`src/rtl/fifo_drain_arbiter_if.sv`:
```
// Handshake bundle between the per-source fifo heads, the drain arbiter and
// the shared downstream consumer.
interface fifo_drain_arbiter_if #(
  parameter int N     = 4,
  parameter int WIDTH = 32,
  parameter int IDW   = (N > 1) ? $clog2(N) : 1
);
  logic [N-1:0]       q_empty;
  logic [N*WIDTH-1:0] q_data;
  logic [N-1:0]       q_r_en;
  logic               m_valid;
  logic               m_ready;
  logic [WIDTH-1:0]   m_data;
  logic [IDW-1:0]     m_id;
  logic               m_last;

  // Arbiter side: reads queue heads, drives read enables and the stream.
  modport master (
    input  q_empty, q_data, m_ready,
    output q_r_en, m_valid, m_data, m_id, m_last
  );

  // Environment side: the fifos plus the downstream consumer.
  modport slave (
    output q_empty, q_data, m_ready,
    input  q_r_en, m_valid, m_data, m_id, m_last
  );
endinterface

```
`src/rtl/fifo_drain_arbiter.sv`:
```
// Round-robin drain arbiter: shares one valid/ready stream among N fifos.
// A grant is held for a whole packet (PACKET=1) or up to MAX_BURST beats
// (PACKET=0). Every grant switch passes through one IDLE cycle.
module fifo_drain_arbiter #(
  parameter int N         = 4,
  parameter int WIDTH     = 32,
  parameter int PACKET    = 1,
  parameter int MAX_BURST = 16,
  parameter int IDW       = (N > 1) ? $clog2(N) : 1
) (
  input  logic                 aclk,
  input  logic                 aresetn,
  fifo_drain_arbiter_if.master bus
);

  localparam int             CW        = (MAX_BURST > 1) ? $clog2(MAX_BURST) : 1;
  localparam logic [CW-1:0]  LAST_BEAT = CW'(MAX_BURST - 1);
  localparam logic [N-1:0]   ONE_HOT0  = {{(N-1){1'b0}}, 1'b1};
  localparam logic [IDW-1:0] LAST_INIT = IDW'(N - 1);

  typedef enum logic [0:0] {
    IDLE  = 1'b0,
    GRANT = 1'b1
  } state_t;

  state_t         state_r;
  logic [IDW-1:0] grant_r;
  logic [IDW-1:0] last_grant_r;
  logic [CW-1:0]  beat_cnt_r;

  logic [WIDTH-1:0] head_s;
  logic             head_empty_s;
  logic             valid_s;
  logic             accept_s;
  logic             release_s;
  logic             any_req_s;
  logic [IDW-1:0]   next_grant_s;

  // First non-empty queue strictly after 'last', wrapping modulo N.
  // The request vector is doubled so a plain right shift performs the rotation.
  function automatic logic [IDW-1:0] rr_pick(input logic [IDW-1:0] last,
                                             input logic [N-1:0]   empty);
    logic [2*N-1:0] req2;
    logic [N-1:0]   rot;
    int             start;
    int             pick;
    logic           found;
    req2  = {~empty, ~empty};
    start = (int'(last) + 1) % N;
    rot   = N'(req2 >> start);
    pick  = start;
    found = 1'b0;
    for (int i = 0; i < N; i++) begin
      if (!found && rot[i]) begin
        pick  = (start + i) % N;
        found = 1'b1;
      end else begin
        pick  = pick;
        found = found;
      end
    end
    return IDW'(pick);
  endfunction

  // Select the granted queue's head word and empty flag.
  always_comb begin
    head_s       = {WIDTH{1'b0}};
    head_empty_s = 1'b1;
    for (int i = 0; i < N; i++) begin
      if (grant_r == IDW'(i)) begin
        head_s       = bus.q_data[i*WIDTH +: WIDTH];
        head_empty_s = bus.q_empty[i];
      end else begin
        head_s       = head_s;
        head_empty_s = head_empty_s;
      end
    end
  end

  // Handshake terms and the release decision for the current grant.
  always_comb begin
    valid_s      = (state_r == GRANT) && !head_empty_s;
    accept_s     = valid_s && bus.m_ready;
    any_req_s    = |(~bus.q_empty);
    next_grant_s = rr_pick(last_grant_r, bus.q_empty);
    if (state_r != GRANT) begin
      release_s = 1'b0;
    end else if (PACKET != 0) begin
      // Packet mode never gives up on an empty queue: the packet must finish.
      release_s = accept_s && head_s[WIDTH-1];
    end else begin
      release_s = head_empty_s || (accept_s && (beat_cnt_r == LAST_BEAT));
    end
  end

  // Drive the shared stream and the one-hot read enable of the granted queue.
  always_comb begin
    bus.m_valid = valid_s;
    bus.m_data  = head_s;
    bus.m_id    = grant_r;
    bus.q_r_en  = accept_s ? (ONE_HOT0 << grant_r) : {N{1'b0}};
    if (!valid_s) begin
      bus.m_last = 1'b0;
    end else if (PACKET != 0) begin
      bus.m_last = head_s[WIDTH-1];
    end else begin
      bus.m_last = (beat_cnt_r == LAST_BEAT);
    end
  end

  // Grant state machine: pick a queue in IDLE, hold it in GRANT until release.
  always_ff @(posedge aclk or negedge aresetn) begin
    if (!aresetn) begin
      state_r      <= IDLE;
      grant_r      <= {IDW{1'b0}};
      last_grant_r <= LAST_INIT;
      beat_cnt_r   <= {CW{1'b0}};
    end else begin
      case (state_r)
        IDLE: begin
          if (any_req_s) begin
            grant_r    <= next_grant_s;
            beat_cnt_r <= {CW{1'b0}};
            state_r    <= GRANT;
          end else begin
            state_r    <= IDLE;
          end
        end
        GRANT: begin
          if (release_s) begin
            last_grant_r <= grant_r;
            beat_cnt_r   <= {CW{1'b0}};
            state_r      <= IDLE;
          end else if (accept_s) begin
            beat_cnt_r   <= beat_cnt_r + CW'(1);
          end else begin
            beat_cnt_r   <= beat_cnt_r;
          end
        end
        default: begin
          state_r <= IDLE;
        end
      endcase
    end
  end

endmodule

```
`src/flat_wrapper.sv`:
```
// flat-port wrapper written by rule: the top's interface ports become plain ports
module fifo_drain_arbiter_flat 
#(
  parameter int N         = 4,
  parameter int WIDTH     = 32,
  parameter int PACKET    = 1,
  parameter int MAX_BURST = 16,
  parameter int IDW       = (N > 1) ? $clog2(N) : 1
)
  (aclk, aresetn, bus_q_empty, bus_q_data, bus_m_ready, bus_q_r_en, bus_m_valid, bus_m_data, bus_m_id, bus_m_last);
  fifo_drain_arbiter_if #(.N(N), .WIDTH(WIDTH), .IDW(IDW)) bus_i ();
  input  logic aclk;
  input  logic aresetn;
  input wire logic [$bits(bus_i.q_empty)-1:0] bus_q_empty;
  input wire logic [$bits(bus_i.q_data)-1:0] bus_q_data;
  input wire logic [$bits(bus_i.m_ready)-1:0] bus_m_ready;
  output wire logic [$bits(bus_i.q_r_en)-1:0] bus_q_r_en;
  output wire logic [$bits(bus_i.m_valid)-1:0] bus_m_valid;
  output wire logic [$bits(bus_i.m_data)-1:0] bus_m_data;
  output wire logic [$bits(bus_i.m_id)-1:0] bus_m_id;
  output wire logic [$bits(bus_i.m_last)-1:0] bus_m_last;
  assign bus_i.q_empty = bus_q_empty;
  assign bus_i.q_data = bus_q_data;
  assign bus_i.m_ready = bus_m_ready;
  assign bus_q_r_en = bus_i.q_r_en;
  assign bus_m_valid = bus_i.m_valid;
  assign bus_m_data = bus_i.m_data;
  assign bus_m_id = bus_i.m_id;
  assign bus_m_last = bus_i.m_last;
  fifo_drain_arbiter #(.N(N), .WIDTH(WIDTH), .PACKET(PACKET), .MAX_BURST(MAX_BURST), .IDW(IDW)) u_core (.aclk(aclk), .aresetn(aresetn), .bus(bus_i));
endmodule
```
`config.mk`:
```
export PLATFORM = sky130hd
export DESIGN_NAME = fifo_drain_arbiter_flat
export DESIGN_NICKNAME = d
export VERILOG_FILES = /design/src/rtl/fifo_drain_arbiter_if.sv /design/src/rtl/fifo_drain_arbiter.sv /design/src/flat_wrapper.sv
export SDC_FILE = /design/constraint.sdc
export NUM_CORES = 1
export LEC_CHECK = 0
export ABC_CLOCK_PERIOD_IN_PS = 3500
export BUFFER_PORTS_ARGS = -buffer_cell sky130_fd_sc_hd__buf_2
export CAP_MARGIN = 0
export CELL_PAD_IN_SITES_DETAIL_PLACEMENT = 1
export CELL_PAD_IN_SITES_GLOBAL_PLACEMENT = 1
export CORE_ASPECT_RATIO = 0.8
export CORE_MARGIN = 2
export CORE_UTILIZATION = 21
export CTS_CLUSTER_DIAMETER = 80
export DETAILED_ROUTE_END_ITERATION = 8
export PLACE_DENSITY_LB_ADDON = 0.1
export SKIP_CTS_REPAIR_TIMING = 1
export SLEW_MARGIN = 20
export SYNTH_ARGS = -nofsm -noshare
export SYNTH_HDL_FRONTEND = slang
export SYNTH_SLANG_ARGS = --single-unit
```
`constraint.sdc`:
```
create_clock -name aclk -period 3.5 [get_ports aclk]
set_input_delay 0.35 -clock aclk [delete_from_list [all_inputs] [get_ports aclk]]
set_output_delay 0.35 -clock aclk [all_outputs]
set_load 0.01 [all_outputs]
```
==> flow_metrics.py <==
metrics = {
    "die": {
        "start_util_pct": 22.0,
        "die_area_um2": 6430,
        "rows": 24,
        "die_w_um": 89.1,
        "core_area_um2": 5530,
        "fp.dieH_um": 72.1,
        "ios": 175,
    },
    "drt": {
        "initialDrtViolationCount": 16,
        "wl_per_cell_um": 18.0,
        "drt-total-wl_um": 6050,
        "vias_per_cell": 4.65,
        "vias": 1567,
        "drcViolationCount": 0,
        "dr.pass1.iters": 4,
        "ant_nets": 0,
    },
    "sta": {
        "max_freq_mhz": 397,
        "tightestPinTransition_ps": 861,
        "setup-violations-final": 0,
        "hold_viol": 0,
        "maxSlewViolCount": 0,
        "setup_tns_ps": 0,
        "finalCriticalPeriod_ps": 2520,
        "rsz0062_at_grt": "no",
        "holdWs_ps": 454,
        "maxSlewHeadroom_pct": 42.6,
        "fin_crit_sh_pct": 72.0,
        "skew_ps": 2.01,
        "finalWorstSetupSlack_ps": 980,
    },
    "worst_hold_path": {
        "hp-start": "bus_m_ready",
        "hold_depth": 3,
        "hold_path.class": "in -> reg",
        "min_to": "u_core.state_r",
    },
    "layout": {
        "syn2layout_area_growth_pct": 79.7,
        "drive_gt1_share_pct": 84.9,
        "layout_common_cells": "buf_2, mux4_2, nand2_1",
        "utilization_pct": 39.6,
        "fin_cells": 337,
        "final_common_cell": "buf_2",
        "diodes": 0,
        "nNetsFinal": 395,
        "fin_area_um2": 2190,
    },
    "critical_path": {
        "critPathRequiredTime_ps": 3150,
        "r2r-end": "u_core.last_grant_r[0]",
        "reg2reg_depth": 4,
        "reg2reg_from": "u_core.bus.m_id[0]",
        "critPathKind": "reg -> out",
        "crit_family": "flip-flops",
        "worst_path_largest_cell_delay_ps": 800,
        "worst-path-buf-inv": 2,
        "end_kind": "primary output",
        "startpoint_type": "flop",
        "critPathMaxFanout": 25,
        "path_cells": "buf_4, mux4_2, buf_2",
        "cp.arrival_ps": 2170,
        "worst_path_max_delay_cell": "dfrtp_2",
        "rrSetupSlack_ps": 1390,
    },
    "clocking": {
        "clk_path_buf_depth": 2,
        "h-tree-depth": 1,
        "cts_tree": "done",
        "clk_latency_ps": 230,
        "root_buffer": "clkbuf_8",
        "cts.clk_slew.worst_paths_ps": 40,
        "cts.sinks": 5,
        "cts_buffers": 3,
    },
    "grt": {
        "grt_max_degree": 26,
        "top_usage_layer": "met2",
        "antenna_found_initial": 0,
        "met2_usage_pct": 31.7,
        "grt_use_met3_pct": 3.87,
        "gr-usage-met1_pct": 22.0,
        "grt_pass1_vias": 1708,
        "track_usage_pct": 17.8,
        "grt_pass1_wl_um": 8760,
        "grt.overflow.total": 0,
    },
    "run_status": {
        "outcome": "completed",
    },
    "pwr": {
        "seq_power_share_pct": 16.5,
        "p_int_uw": 816,
        "power_mw": 1.45,
        "leakagePower_nw": 1.09,
        "irDropWorstVdd_v": 0.000197,
        "switching_share_pct": 43.6,
        "p_per_area_nw_per_um2": 662,
        "p_clk_share_pct": 7.5,
        "comb_power_share_pct": 75.9,
        "netSwitchingPower_uw": 631,
    },
    "placed_design": {
        "place.port_buffers": 174,
        "dp_cells": 332,
        "place_ws_ps": 1160,
        "globalplace.congestion": 0.751,
        "dp_hpwl_um": 5400,
        "placed_area_um2": 2130,
    },
    "synthesis": {
        "synth_warnings": 0,
        "yosys.cell_types.count": 35,
        "synthAdderAreaFrac_pct": 0,
        "synthesis.nets": 224,
        "synth_top_family_by_area": "multiplexers",
        "synth_area_um2": 1220,
        "ys.flop_type": "dfrtp_1",
        "syn_area_per_cell_um2": 13.7,
        "synth_mux_area_share_pct": 62.9,
        "synth_cells": 89,
        "synth.area.top_cells": "mux4_2, dfrtp_1, dfstp_2",
        "yosys.area.top_type": "mux4_2",
        "ys_seq_elements": 5,
        "yosys.area_share.xor_xnor_pct": 0,
        "yosys.area_share.simple_pct": 12.6,
        "seq_area_frac_synth_pct": 10.5,
        "synth_edf_count": 0,
        "synth_compound_area_share_pct": 7.91,
        "async_flop_share_pct": 100,
        "synth_top_area_share_pct": 61.0,
    },
    "flow_run": {
        "cap_violations": 0,
    },
}
## area by class of cell
cell class,count,area [um^2]
fill,702,3340
inverter,1,3.75
sequential,5,129
clock buffer,4,45.0
multi-input combinational,72,1020
tap,78,97.6
timing repair buffer,177,896
## flip-flops by register name (all words and copies together) (netlist names)
| register | count |
|---|---|
| u_core.last_grant_r | 2 |
| u_core.state_r | 1 |
| u_core.bus.m_id | 2 |
## routing by layer
layer  routed length [um]  vias to the layer above
li1                     -                      731
met4                   83                        0
met1                 2250                      728
met2                 3110                      100
met3                  609                        8
met5                    0                        -
## worst max-delay path by stage
stage	slack, ps	cells after the start	end	startpoint
2_1_floorplan	1590	3	bus_m_data[10]	u_core.bus.m_id[0]
3_3_place_gp	1160	3	bus_m_data[4]	u_core.bus.m_id[0]
3_5_place_dp	1160	3	bus_m_data[18]	u_core.bus.m_id[0]
4_1_cts	920	3	bus_m_data[18]	u_core.bus.m_id[0]
5_1_grt	800	3	bus_m_data[18]	u_core.bus.m_id[0]
6_report	980	3	bus_m_data[18]	u_core.bus.m_id[0]
## cell families after synthesis
kind of cell | after synthesis
multiplexers | 35
AND/OR/NAND/NOR | 25
flip-flops | 5
AO/OA/AOI/OAI | 12
buffers and inverters | 12
## worst reg2reg max path: cells and delay by family, from the launching register on
family	cells	cell delay (ps)
mux	2	970
flops	1	800
simple gates	2	260
## power by group through the flow
| stage | sequential (mW) | combinational (mW) | clock [mW] |
|---|---|---|---|
| 3_3_place_gp | 0.246 | 1.10 | 0 |
| 2_1_floorplan | 0.118 | 0.854 | 0 |
| 6_report | 0.239 | 1.10 | 0.109 |
| 3_5_place_dp | 0.244 | 1.12 | 0 |
| 5_1_grt | 0.263 | 1.20 | 0.114 |
| 4_1_cts | 0.243 | 1.12 | 0.111 |
## cell usage after synthesis (2+ instances only)
master    count
nor3_1        2
dfstp_2       2
buf_4         3
mux4_2       33
mux2_1        2
clkbuf_1      3
nand2b_1      2
nor3b_1       2
a21oi_1       3
nand2_1       8
buf_2         2
dfrtp_1       3
buf_6         2
Power figures use the tool's default switching activity.
